`src/rtl/fetch_pkg.sv`:
```
// Shared types, constants and address helpers for the fetch stage.
package fetch_pkg;

    localparam int unsigned PC_W     = 32;
    localparam int unsigned OFFSET_W = 16;
    localparam int unsigned TARGET_W = 26;

    typedef enum logic [1:0] {
        BOOT  = 2'd0,
        RUN   = 2'd1,
        HALT  = 2'd2,
        FAULT = 2'd3
    } state_t;

    localparam logic [PC_W-1:0] PC_STEP          = 32'd4;
    localparam logic [PC_W-1:0] JUMP_REGION_MASK = 32'hF000_0000;

    // J-type target keeps the 256 MB region of the sequential successor
    function automatic logic [PC_W-1:0] jump_addr(input logic [PC_W-1:0] pc_plus4,
                                                  input logic [TARGET_W-1:0] target);
        return (pc_plus4 & JUMP_REGION_MASK) | {4'b0000, target, 2'b00};
    endfunction

    function automatic logic [PC_W-1:0] branch_addr(input logic [PC_W-1:0] pc_plus4,
                                                    input logic [OFFSET_W-1:0] offset);
        return pc_plus4 + {{(PC_W-OFFSET_W-2){offset[OFFSET_W-1]}}, offset, 2'b00};
    endfunction

endpackage

```
`src/rtl/fetch_if.sv`:
```
// Request/status bundle between the fetch stage and the rest of the core.
interface fetch_if;
    import fetch_pkg::*;

    logic                stall;
    logic                halt;
    logic                branch_taken;
    logic [OFFSET_W-1:0] branch_offset;
    logic                jump;
    logic [TARGET_W-1:0] jump_target;
    logic [PC_W-1:0]     pc;
    logic [PC_W-1:0]     pc_plus4;
    logic                fetch_valid;
    logic                halted;
    logic                fault;
    logic [PC_W-1:0]     instr_count;

    modport master (
        output stall, halt, branch_taken, branch_offset, jump, jump_target,
        input  pc, pc_plus4, fetch_valid, halted, fault, instr_count
    );

    modport slave (
        input  stall, halt, branch_taken, branch_offset, jump, jump_target,
        output pc, pc_plus4, fetch_valid, halted, fault, instr_count
    );

endinterface

```
`src/rtl/next_pc_calc.sv`:
```
// Combinational next-PC selection (jump over branch over sequential) and range check.
module next_pc_calc
    import fetch_pkg::*;
#(
    parameter int unsigned IMEM_WORDS = 256
) (
    input  logic [PC_W-1:0]     pc,
    input  logic [OFFSET_W-1:0] branch_offset,
    input  logic [TARGET_W-1:0] jump_target,
    input  logic                branch_taken,
    input  logic                jump,
    output logic [PC_W-1:0]     pc_plus4,
    output logic [PC_W-1:0]     next_pc,
    output logic                out_of_range
);

    // One bit wider so a 4 GB memory limit does not wrap to zero
    localparam logic [PC_W:0] PC_LIMIT = 33'(IMEM_WORDS) * 33'd4;

    always_comb begin
        pc_plus4 = pc + PC_STEP;
        next_pc  = pc_plus4;
        if (jump) begin
            next_pc = jump_addr(pc_plus4, jump_target);
        end else if (branch_taken) begin
            next_pc = branch_addr(pc_plus4, branch_offset);
        end
        out_of_range = ({1'b0, next_pc} >= PC_LIMIT);
    end

endmodule

```
`src/rtl/fetch_unit.sv`:
```
// PC register, boot/run/halt/fault sequencing and committed-instruction counter.
module fetch_unit
    import fetch_pkg::*;
#(
    parameter logic [31:0] RESET_PC   = 32'h0000_0000,
    parameter int unsigned IMEM_WORDS = 256
) (
    input  logic    clk,
    input  logic    reset,
    fetch_if.slave  bus
);

    localparam logic [PC_W-1:0] BOOT_PC = {RESET_PC[PC_W-1:2], 2'b00};

    state_t          state_q, state_d;
    logic [PC_W-1:0] pc_q, pc_d;
    logic [PC_W-1:0] count_q, count_d;
    logic            fetch_valid_q, halted_q, fault_q;
    logic [PC_W-1:0] pc_plus4, next_pc;
    logic            out_of_range;

    next_pc_calc #(
        .IMEM_WORDS (IMEM_WORDS)
    ) u_next_pc_calc (
        .pc            (pc_q),
        .branch_offset (bus.branch_offset),
        .jump_target   (bus.jump_target),
        .branch_taken  (bus.branch_taken),
        .jump          (bus.jump),
        .pc_plus4      (pc_plus4),
        .next_pc       (next_pc),
        .out_of_range  (out_of_range)
    );

    // State, PC and counter registers; status flags follow the next state
    always_ff @(posedge clk or posedge reset) begin
        if (reset) begin
            state_q       <= BOOT;
            pc_q          <= BOOT_PC;
            count_q       <= '0;
            fetch_valid_q <= 1'b0;
            halted_q      <= 1'b0;
            fault_q       <= 1'b0;
        end else begin
            state_q       <= state_d;
            pc_q          <= pc_d;
            count_q       <= count_d;
            fetch_valid_q <= (state_d == RUN);
            halted_q      <= (state_d == HALT);
            fault_q       <= (state_d == FAULT);
        end
    end

    // Stall outranks halt; an illegal target still commits the current instruction
    always_comb begin
        state_d = state_q;
        pc_d    = pc_q;
        count_d = count_q;
        case (state_q)
            BOOT: begin
                state_d = RUN;
                pc_d    = BOOT_PC;
            end
            RUN: begin
                if (!bus.stall) begin
                    if (bus.halt) begin
                        state_d = HALT;
                    end else begin
                        count_d = count_q + 32'd1;
                        if (out_of_range) begin
                            state_d = FAULT;
                        end else begin
                            pc_d = next_pc;
                        end
                    end
                end
            end
            HALT:    state_d = HALT;
            FAULT:   state_d = FAULT;
            default: state_d = BOOT;
        endcase
    end

    assign bus.pc          = pc_q;
    assign bus.pc_plus4    = pc_plus4;
    assign bus.fetch_valid = fetch_valid_q;
    assign bus.halted      = halted_q;
    assign bus.fault       = fault_q;
    assign bus.instr_count = count_q;

endmodule
```
`src/flat_wrapper.sv`:
```
// flat-port wrapper written by rule: the top's interface ports become plain ports
module fetch_unit_flat import fetch_pkg::*;
#(
    parameter logic [31:0] RESET_PC   = 32'h0000_0000,
    parameter int unsigned IMEM_WORDS = 256
)
  (clk, reset, bus_stall, bus_halt, bus_branch_taken, bus_branch_offset, bus_jump, bus_jump_target, bus_pc, bus_pc_plus4, bus_fetch_valid, bus_halted, bus_fault, bus_instr_count);
  fetch_if bus_i ();
  input  logic clk;
  input  logic reset;
  input wire logic [$bits(bus_i.stall)-1:0] bus_stall;
  input wire logic [$bits(bus_i.halt)-1:0] bus_halt;
  input wire logic [$bits(bus_i.branch_taken)-1:0] bus_branch_taken;
  input wire logic [$bits(bus_i.branch_offset)-1:0] bus_branch_offset;
  input wire logic [$bits(bus_i.jump)-1:0] bus_jump;
  input wire logic [$bits(bus_i.jump_target)-1:0] bus_jump_target;
  output wire logic [$bits(bus_i.pc)-1:0] bus_pc;
  output wire logic [$bits(bus_i.pc_plus4)-1:0] bus_pc_plus4;
  output wire logic [$bits(bus_i.fetch_valid)-1:0] bus_fetch_valid;
  output wire logic [$bits(bus_i.halted)-1:0] bus_halted;
  output wire logic [$bits(bus_i.fault)-1:0] bus_fault;
  output wire logic [$bits(bus_i.instr_count)-1:0] bus_instr_count;
  assign bus_i.stall = bus_stall;
  assign bus_i.halt = bus_halt;
  assign bus_i.branch_taken = bus_branch_taken;
  assign bus_i.branch_offset = bus_branch_offset;
  assign bus_i.jump = bus_jump;
  assign bus_i.jump_target = bus_jump_target;
  assign bus_pc = bus_i.pc;
  assign bus_pc_plus4 = bus_i.pc_plus4;
  assign bus_fetch_valid = bus_i.fetch_valid;
  assign bus_halted = bus_i.halted;
  assign bus_fault = bus_i.fault;
  assign bus_instr_count = bus_i.instr_count;
  fetch_unit #(.RESET_PC(RESET_PC), .IMEM_WORDS(IMEM_WORDS)) u_core (.clk(clk), .reset(reset), .bus(bus_i));
endmodule
```
`config.mk`:
```
export PLATFORM = sky130hd
export DESIGN_NAME = fetch_unit_flat
export DESIGN_NICKNAME = d
export VERILOG_FILES = /design/src/rtl/fetch_pkg.sv /design/src/rtl/fetch_if.sv /design/src/rtl/next_pc_calc.sv /design/src/rtl/fetch_unit.sv /design/src/flat_wrapper.sv
export SDC_FILE = /design/constraint.sdc
export NUM_CORES = 1
export LEC_CHECK = 0
export CORE_MARGIN = 2
export CORE_UTILIZATION = 35
export DETAILED_ROUTE_END_ITERATION = 12
export GPL_TIMING_DRIVEN = 0
export SYNTH_ARGS = -nofsm -noshare
export SYNTH_HDL_FRONTEND = slang
export SYNTH_SLANG_ARGS = --single-unit
```
`constraint.sdc`:
```
create_clock -name clk -period 7.4 [get_ports clk]
set_input_delay 2.22 -clock clk [delete_from_list [all_inputs] [get_ports clk]]
set_output_delay 2.22 -clock clk [all_outputs]
set_load 0.01 [all_outputs]
```
==> flow_metrics.py, run 1 <==
metrics = {
    "timing": {
        "min_period_ns": 6.63,
        "clock.fmax_mhz": 151,
        "setup_viol": 0,
        "hold_viol": 0,
        "slew_viol_final": 0,
        "maxSlewHeadroom": 0.384,
        "period_share": 0.896,
        "skew_ns": 0.00446,
        "max_slew.worst_pin.slew_ns": 0.921,
        "whs_ns": 0.491,
        "timing.setup.tns_ns": 0,
        "rsz0062_at_grt": "no",
        "setup_slack_ns": 0.772,
    },
    "clocking": {
        "clock-sinks": 69,
        "cts_tree": "built",
        "hold_buffers": 0,
        "post_cts.repair.setup_buffers": 0,
        "htree_levels": 3,
        "clkTransAtPathRegs_ns": 0.05,
        "insertion_delay_ns": 0.32,
        "cts_max_path_buffers": 2,
        "cts_made_buffers": 9,
        "ctsResizeCount": 0,
        "cts_root_buf": "clkbuf_16",
    },
    "synth": {
        "ys_seq_area_frac": 0.301,
        "async_reset_ff_frac": 1.00,
        "yosysUniqueCellTypes": 72,
        "yosys.area.top_type": "dfrtp_1",
        "synth-edff-count": 0,
        "synth.top_cells.by_count": "nand2_1 (71), dfrtp_1 (69), xnor2_1 (45)",
        "netlist_area_um2": 5740,
        "yosys_warnings": 0,
        "synth_top_flop_cell": "dfrtp_1",
        "syn_inst": 657,
        "mappedNetlistNets": 740,
        "yosysMostFrequentCell": "nand2_1",
        "netlist.area_leader.share": 0.301,
        "synthTopCellsByArea": "dfrtp_1 (30%), ha_1 (7.4%), xnor2_1 (6.9%)",
        "ys_ff_latch": 69,
        "avgSynthCellArea_um2": 8.74,
    },
    "global_routing": {
        "antenna_found_initial": 0,
        "grt_pass1_wl_um": 31800,
        "grt_max_degree": 45,
        "grt_pass1_vias": 5793,
        "grt_overflow": 0,
        "grt_util_all_layers": 0.227,
    },
    "layout": {
        "final_nets": 899,
        "design_area_um2": 7820,
        "final_layout_size_suffix_gt1_frac": 0.0707,
        "diodes": 0,
        "area_growth_pct": 36.1,
    },
    "critical_path": {
        "crit_start": "bus_branch_offset[15]",
        "cp.arrival_ns": 6.84,
        "start_kind": "input port",
        "cp.required_ns": 7.61,
        "timing.rr.start": "u_core.bus.pc[6]$_DFFE_PP0P_",
        "cp-end-kind": "register",
        "crit_type": "in2reg",
        "reg2reg_slack_ns": 1.90,
        "path_max_fanout": 18,
    },
    "die": {
        "io_pins": 147,
        "die_x_um": 132,
        "row_count": 46,
        "core-area_um2": 15900,
        "die_area_um2": 17500,
        "start_util": 0.360,
        "die_h_um": 132,
    },
    "pwr": {
        "p_leak_uw": 0.00322,
        "power_density_nw_per_um2": 133,
        "ir_drop_mv": 0.173,
        "power_uw": 1040,
    },
    "drt": {
        "first_pass_iters": 8,
        "ant_nets": 0,
        "viasPerCell": 5.53,
        "wl_per_cell_um": 19.2,
        "drt_wl_total_um": 19900,
        "vias": 5730,
        "drc": 0,
        "initialDrtViolationCount": 461,
    },
    "placed_design": {
        "place_ws_ns": 0.552,
        "dpl.hpwl_um": 16200,
        "finalWeightedCongestion": 0.901,
        "placed_cell_area_um2": 7520,
        "port_buffers": 146,
    },
    "run_status": {
        "outcome": "finished, final reports clean",
    },
    "flow_run": {
        "drv_cap": 0,
    },
    "worst_hold_path": {
        "worstHoldPathType": "reg2reg",
        "worst_hold_startpoint": "u_core.bus.instr_count[14]$_DFFE_PP0P_",
    },
}
[metrics by stage]
step           instances  utilization
2_1_floorplan        657            -
3_3_place_gp        1019        0.469
3_5_place_dp        1021        0.471
4_1_cts             1036        0.490
5_1_grt             1036        0.490
6_report            1036        0.490
[state kept, by name, indices dropped and copies added (netlist names)]
| register | flops |
|---|---|
| u_core.bus.fault | 1 |
| u_core.bus.fetch_valid | 1 |
| u_core.bus.halted | 1 |
| u_core.bus.instr_count | 32 |
| u_core.bus.pc | 32 |
| u_core.state_q | 2 |
[routing by layer]
metal	global-route usage	wire [µm]	up-vias
li1	-	-	2778
met5	0	0	-
met1	0.306	9130	2751
met3	0.0454	1170	24
met2	0.374	9220	177
met4	0.0586	351	0
[worst paths after layout]
path / to / cells past startpoint
setup / recovery: u_core.bus.pc[20]$_DFFE_PP0P_ / 13
hold / removal: u_core.bus.instr_count[14]$_DFFE_PP0P_ / 1
setup reg to reg: u_core.bus.pc[20]$_DFFE_PP0P_ / 16
hold reg to reg: u_core.bus.instr_count[14]$_DFFE_PP0P_ / 1
max in group asynchronous: u_core.bus.fault$_DFF_PP0_ / 4
min in group asynchronous: u_core.bus.pc[28]$_DFFE_PP0P_ / 3
[power breakdown]
group          internal [µW]  switching [µW]  total (µW)
clock network            277             146         423
registers                387            11.9         399
logic                    100             115         215
[critical path, stage by stage]
cell             delay, ns
clkdlybuf4s50_1       1.07
ha_1                  0.36
clkbuf_1              0.21
a21oi_1               0.25
o21ai_0               0.23
a32o_1                0.32
or4b_2                0.62
a21oi_1               0.13
o211ai_1              0.12
nor4_1                0.52
a41oi_4               0.31
clkbuf_1              0.28
and2_1                0.20
[cell type report]
type                            instances  area [µm²]
Buffer                                 24         135
Inverter                               18        67.6
Tap cell                              216         270
Fill cell                            1513        8130
Clock inverter                          3        45.0
Clock buffer                           12         256
Sequential cell                        69        1730
Multi-Input combinational cell        546        3810
Timing Repair Buffer                  148        1500
[cell usage in the layout, fill, tap and decap left out, types with 8 or more instances in the layout]
master and count:
clkbuf_16 9, mux2_2 8, and4_1 14, clkbuf_1 14
and2_1 19, nand2_1 71, clkdlybuf4s50_1 146, xor2_1 24
a21oi_1 41, dfrtp_1 69, ha_1 34, nor2_1 37
o21ai_0 23, xnor2_1 45, inv_1 17, o21a_1 12
nand4_1 27, nand3_1 27, o211ai_1 9, nor4_1 10
nor3_1 19, nand2b_1 8
[logic make-up after synthesis]
| logic type | after synthesis | share of synthesized area |
|---|---|---|
| AND/OR/NAND/NOR | 261 | 0.239 |
| AO/OA/AOI/OAI | 167 | 0.216 |
| XOR/XNOR | 69 | 0.105 |
| flip-flops | 69 | 0.301 |
| buffers and inverters | 42 | 0.0353 |
| adder cells (fa/ha/maj) | 35 | 0.0775 |
| multiplexers | 14 | 0.0270 |
Note: power is estimated with default switching activity, not from simulation.
==> inputs of run 2 (changes only) <==
--- a/config.mk
+++ b/config.mk
@@ -7,8 +7,10 @@
 export LEC_CHECK = 0
 export CORE_MARGIN = 2
 export CORE_UTILIZATION = 35
+export CTS_CLUSTER_DIAMETER = 40
 export DETAILED_ROUTE_END_ITERATION = 12
 export GPL_TIMING_DRIVEN = 0
 export SYNTH_ARGS = -nofsm -noshare
 export SYNTH_HDL_FRONTEND = slang
+export SYNTH_HIERARCHICAL = 1
 export SYNTH_SLANG_ARGS = --single-unit
==> flow_metrics.py, run 2 <==
metrics = {
    "placed_design": {
        "finalWeightedCongestion": 0.898,
        "place_ws_ns": -0.673,
        "port_buffers": 145,
        "dpl.hpwl_um": 15000,
        "placed_cell_area_um2": 7360,
    },
    "timing": {
        "setup_viol": 0,
        "skew_ns": 0.00702,
        "setup_slack_ns": 0.152,
        "max_slew.worst_pin.slew_ns": 0.859,
        "maxSlewHeadroom": 0.427,
        "slew_viol_final": 0,
        "min_period_ns": 7.25,
        "clock.fmax_mhz": 138,
        "hold_viol": 0,
        "rsz0062_at_grt": "no",
        "period_share": 0.979,
    },
    "drt": {
        "ant_nets": 0,
        "viasPerCell": 5.59,
        "initialDrtViolationCount": 284,
        "first_pass_iters": 5,
        "drt_wl_total_um": 19200,
        "wl_per_cell_um": 19.1,
        "drc": 0,
        "vias": 5634,
    },
    "critical_path": {
        "slowest_stage": "or4b_1",
        "crit_chain": "clkdlybuf4s50_1 -> ha_1 -> fa_1 -> a21o_1 -> a221oi_4 -> o31ai_4 -> o31a_1 -> o311a_1 -> nor4b_2 -> nand4bb_1 -> or4b_1 -> or4_1 -> or4_1 -> o31ai_4 -> nand2b_4 -> buf_6 -> a22o_1",
        "cp.arrival_ns": 7.46,
        "critPathBufInv": 2,
        "path_max_fanout": 10,
        "cp_top_family": "simple AND/OR/NAND/NOR gates",
        "cp.required_ns": 7.61,
        "critPathMaxStageDelay_ns": 0.52,
        "start_kind": "input port",
        "crit_type": "in2reg",
        "cp-end-kind": "register",
    },
    "synth": {
        "syn_inst": 628,
        "netlist.area_leader.share": 0.307,
        "synthTopCellsByArea": "dfrtp_1 (31%), xnor2_1 (7.5%), ha_1 (7.1%)",
        "mappedNetlistNets": 709,
        "ys_ff_latch": 69,
        "yosys.area.top_type": "dfrtp_1",
        "avgSynthCellArea_um2": 8.97,
        "netlist_area_um2": 5630,
        "yosys_warnings": 6,
        "synth_top_flop_cell": "dfrtp_1",
        "yosysMostFrequentCell": "dfrtp_1",
        "synth.top_cells.by_count": "dfrtp_1 (69), nand2_1 (57), xnor2_1 (48)",
        "synth-edff-count": 0,
        "ys_seq_area_frac": 0.307,
        "async_reset_ff_frac": 1.00,
        "yosysUniqueCellTypes": 76,
    },
    "pwr": {
        "p_leak_uw": 0.00338,
        "p_sw_uw": 241,
        "p_clk_frac": 0.486,
        "power_frac_comb": 0.138,
        "p_sw_frac": 0.232,
        "ir_drop_mv": 0.0960,
        "p_seq_frac": 0.376,
        "power_density_nw_per_um2": 134,
        "p_int_uw": 797,
    },
    "die": {
        "start_util": 0.356,
        "core-area_um2": 15800,
        "die_area_um2": 17100,
        "row_count": 46,
        "die_x_um": 131,
        "io_pins": 147,
        "die_h_um": 131,
    },
    "clocking": {
        "clkTransAtPathRegs_ns": 0.05,
        "cts_max_path_buffers": 2,
        "clock-sinks": 69,
        "hold_buffers": 0,
        "htree_levels": 3,
        "cts_tree": "built",
        "insertion_delay_ns": 0.33,
        "cts_made_buffers": 9,
        "cts_root_buf": "clkbuf_16",
    },
    "layout": {
        "area_growth_pct": 38.1,
        "most-common-layout-cells": "clkdlybuf4s50_1 (144), dfrtp_1 (69), nand2_1 (57), xnor2_1 (48), a21oi_1 (37)",
        "final_layout_size_suffix_gt1_frac": 0.0746,
        "final_common_cell": "clkdlybuf4s50_1",
        "fill_cells": 1505,
        "diodes": 0,
        "design_area_um2": 7780,
        "final_nets": 867,
    },
    "global_routing": {
        "antenna_found_initial": 0,
        "grt_max_degree": 70,
        "grt_pass1_wl_um": 29800,
        "grt_overflow": 0,
        "grt_pass1_vias": 5590,
        "grt_util_all_layers": 0.225,
    },
    "worst_hold_path": {
        "worstHoldPathType": "reg2reg",
    },
    "flow_run": {
        "drv_cap": 0,
    },
    "run_status": {
        "outcome": "finished, final reports clean",
    },
}
run 2: cells by family after synthesis:
group / count (synthesis) / synth area share
AOI/OAI and AO/OA: 175 / 0.224
xor gates and xnor gates: 78 / 0.121
adders and majority gates: 33 / 0.0746
buffers and inverters: 40 / 0.0318
DFF: 69 / 0.307
muxes: 6 / 0.0118
and+or+nand+nor: 227 / 0.230
run 2: path summary, 6_finish.rpt:
kind,startpoint,to,slack [ns],cells after the start
worst min register to register,u_core/bus.instr_count[31]$_DFFE_PP0P_,u_core/bus.instr_count[31]$_DFFE_PP0P_,0.47,1
worst min-delay path,u_core/bus.instr_count[31]$_DFFE_PP0P_,u_core/bus.instr_count[31]$_DFFE_PP0P_,0.47,1
worst max-delay path,bus_branch_offset[0],u_core/bus.pc[6]$_DFFE_PP0P_,0.15,17
worst max register to register,u_core/bus.pc[4]$_DFFE_PP0P_,u_core/bus.pc[6]$_DFFE_PP0P_,0.91,21
max in group asynchronous,reset,u_core/state_q[0]$_DFF_PP0_,4.42,2
min in group asynchronous,reset,u_core/bus.pc[6]$_DFFE_PP0P_,2.43,2
run 2: per-stage QoR:
step / total power (µW) / hold WS (ns) / TNS (ns) / cells / utilization
floorplan: 471 / 0.508 / 0 / 628 / -
global placement: 534 / 0.461 / -16.96 / 989 / 0.465
detailed placement: 537 / 0.463 / -20.97 / 989 / 0.465
CTS: 1050 / 0.474 / 0 / 1007 / 0.489
global route: 1080 / 0.499 / 0 / 1007 / 0.491
finish: 1040 / 0.474 / 0 / 1007 / 0.491
run 2: final cells by class:
cell class	count	area [µm²]	area share
Buffer	27	153	0.0196
Sequential cell	69	1730	0.222
Tap cell	216	270	0.0348
Multi-Input combinational cell	519	3750	0.482
Clock buffer	11	253	0.0325
Inverter	12	47.5	0.00611
Clock inverter	5	106	0.0137
Timing Repair Buffer	148	1470	0.189
run 2: power groups by stage:
stage                     sequential [µW]  combinational (µW)  clock (µW)
final                                 390                 143         505
after global routing                  391                 157         534
after CTS                             390                 141         519
after detailed placement              396                 140           0
after global placement                396                 138           0
after floorplan                       397                74.2           0
run 2: layer usage:
metal  global-route usage  vias up  routed length (µm)
met4               0.0645        0                 331
li1                     -     2682                   -
met5                    0        -                   0
met1                0.306     2710                8690
met2                0.369      221                8870
met3               0.0383       21                1320
run 2: timing repair:
action / in CTS / in global routing
gates resized for setup: 6 / 12
pin swaps: 2 / 1
buffers inserted: 2 / 1
setup endpoints to repair: 30 / 30
==> inputs of run 3 (changes only) <==
--- a/config.mk
+++ b/config.mk
@@ -7,7 +7,9 @@
 export LEC_CHECK = 0
 export CORE_MARGIN = 2
 export CORE_UTILIZATION = 35
+export CTS_BUF_LIST = sky130_fd_sc_hd__clkbuf_2 sky130_fd_sc_hd__clkbuf_4 sky130_fd_sc_hd__clkbuf_8
 export CTS_CLUSTER_DIAMETER = 40
+export CTS_CLUSTER_SIZE = 24
 export DETAILED_ROUTE_END_ITERATION = 12
 export GPL_TIMING_DRIVEN = 0
 export SYNTH_ARGS = -nofsm -noshare
==> flow_metrics.py, run 3 (synthesis gave the netlist of run 2 again) <==
metrics = {
    "critical_path": {
        "timing.rr.start": "u_core/bus.pc[4]$_DFFE_PP0P_",
        "setup.worst_path.end": "u_core/bus.pc[6]$_DFFE_PP0P_",
        "crit_start": "bus_branch_offset[0]",
        "critPathBufInv": 2,
        "critPathMaxStageDelay_ns": 0.52,
        "reg2reg_to": "u_core/bus.pc[6]$_DFFE_PP0P_",
        "worst_r2r_path_depth": 21,
        "path_max_fanout": 10,
        "critical_path_depth": 17,
        "cp_top_family": "simple AND/OR/NAND/NOR gates",
        "cp.required_ns": 7.63,
        "reg2reg_slack_ns": 0.89,
        "crit_chain": "clkdlybuf4s50_1 -> ha_1 -> fa_1 -> a21o_1 -> a221oi_4 -> o31ai_4 -> o31a_1 -> o311a_1 -> nor4b_2 -> nand4bb_1 -> or4b_1 -> or4_1 -> or4_1 -> o31ai_2 -> nand2b_2 -> buf_6 -> a22o_1",
        "start_kind": "input port",
        "crit_type": "in2reg",
        "cp.arrival_ns": 7.48,
        "slowest_stage": "or4b_1",
        "cp-end-kind": "register",
        "crit_path_frequent_cell": "or4_1",
    },
    "timing": {
        "setup_viol": 0,
        "period_share": 0.980,
        "slew_viol_final": 0,
        "skew_ns": 0.00974,
        "min_period_ns": 7.25,
        "maxSlewHeadroom": 0.423,
        "hold_viol": 0,
        "max_slew.worst_pin.slew_ns": 0.865,
        "rsz0062_at_grt": "no",
        "clock.fmax_mhz": 138,
    },
    "worst_hold_path": {
        "worstHoldPathType": "reg2reg",
    },
    "clocking": {
        "cts_root_buf": "clkbuf_8",
        "insertion_delay_ns": 0.35,
        "cts_tree": "built",
        "htree_levels": 3,
        "clock-sinks": 69,
        "clkTransAtPathRegs_ns": 0.07,
        "cts_made_buffers": 9,
        "cts_max_path_buffers": 2,
    },
    "placed_design": {
        "dpl.hpwl_um": 15000,
        "dpl.cell_count": 989,
        "finalWeightedCongestion": 0.898,
        "port_buffers": 145,
    },
    "die": {
        "core-area_um2": 15800,
        "die_x_um": 131,
        "die_h_um": 131,
        "die_area_um2": 17100,
        "io_pins": 147,
        "start_util": 0.356,
        "row_count": 46,
    },
    "drt": {
        "initialDrtViolationCount": 274,
        "ant_nets": 0,
        "first_pass_iters": 4,
        "vias": 5622,
        "viasPerCell": 5.58,
        "drt_wl_total_um": 19100,
        "wl_per_cell_um": 19.0,
        "drc": 0,
    },
    "global_routing": {
        "grt_overflow": 0,
        "grt_max_degree": 70,
        "grt_pass1_wl_um": 29600,
        "grt_util_all_layers": 0.223,
        "grt_pass1_vias": 5565,
        "antenna_found_initial": 0,
    },
    "layout": {
        "fill_cells": 1517,
        "finalNonFillerCells": 1007,
        "register_area_um2": 1730,
        "final_layout_size_suffix_gt1_frac": 0.0746,
        "most-common-layout-cells": "clkdlybuf4s50_1 (144), dfrtp_1 (69), nand2_1 (57), xnor2_1 (48), a21oi_1 (37)",
        "multi_input_area_um2": 3730,
        "area_growth_pct": 36.0,
        "diodes": 0,
        "final_common_cell": "clkdlybuf4s50_1",
        "final_nets": 867,
    },
    "pwr": {
        "ir_drop_mv": 0.0725,
        "power_uw": 919,
        "power_density_nw_per_um2": 120,
        "p_leak_uw": 0.00333,
    },
    "run_status": {
        "outcome": "finished, final reports clean",
    },
    "flow_run": {
        "drv_cap": 0,
    },
}
==> run 3: how the worst min path moves through the flow <==
stage / startpoint / endpoint / slack [ns] / depth (start not counted)
2_1_floorplan: u_core/bus.instr_count[31]$_DFFE_PP0P_ / u_core/bus.instr_count[31]$_DFFE_PP0P_ / 0.51 / 1
3_3_place_gp: u_core/bus.instr_count[31]$_DFFE_PP0P_ / u_core/bus.instr_count[31]$_DFFE_PP0P_ / 0.46 / 1
3_5_place_dp: u_core/bus.instr_count[31]$_DFFE_PP0P_ / u_core/bus.instr_count[31]$_DFFE_PP0P_ / 0.46 / 1
4_1_cts: u_core/bus.instr_count[31]$_DFFE_PP0P_ / u_core/bus.instr_count[31]$_DFFE_PP0P_ / 0.48 / 1
5_1_grt: u_core/bus.instr_count[31]$_DFFE_PP0P_ / u_core/bus.instr_count[31]$_DFFE_PP0P_ / 0.50 / 1
6_report: u_core/bus.instr_count[31]$_DFFE_PP0P_ / u_core/bus.instr_count[31]$_DFFE_PP0P_ / 0.48 / 1
==> run 3: per-stage QoR <==
step	setup TNS [ns]	cell area, µm²	setup WS (ns)	hold WS (ns)	utilization
finish	0	7660	0.148	0.477	0.484
global route	0	7660	0.0259	0.502	0.484
CTS	0	7640	0.0167	0.477	0.483
detailed placement	-20.97	7360	-0.673	0.463	0.465
global placement	-16.96	7350	-0.549	0.461	0.465
floorplan	0	5630	0.670	0.508	-
==> run 3: where the power goes <==
group          switching (µW)  leakage (µW)  internal [µW]
sequential               6.34      0.000948            383
combinational            76.1       0.00225           65.5
clock                     145      0.000126            243
==> run 3: layout make-up <==
class / instances / share of cell area
buffer: 27 / 0.0199
clock buffer: 11 / 0.0198
timing repair buffer: 148 / 0.192
sequential: 69 / 0.225
inverter: 12 / 0.00621
multi-input combinational: 519 / 0.487
tap: 216 / 0.0353
clock inverter: 5 / 0.0139
==> run 3: metal layers <==
| metal | vias to the layer above | GRT usage | wire [µm] |
|---|---|---|---|
| met2 | 211 | 0.365 | 8850 |
| met4 | 0 | 0.0588 | 298 |
| li1 | 2676 | - | - |
| met1 | 2715 | 0.305 | 8680 |
| met3 | 20 | 0.0383 | 1290 |
| met5 | - | 0 | 0 |
==> run 3: timing repair <==
action	in CTS	in global routing
gates resized for setup	7	8
hold buffers	0	0
gates cloned	0	0
setup buffers	2	1
pin swaps	1	2
setup endpoints to repair	30	30
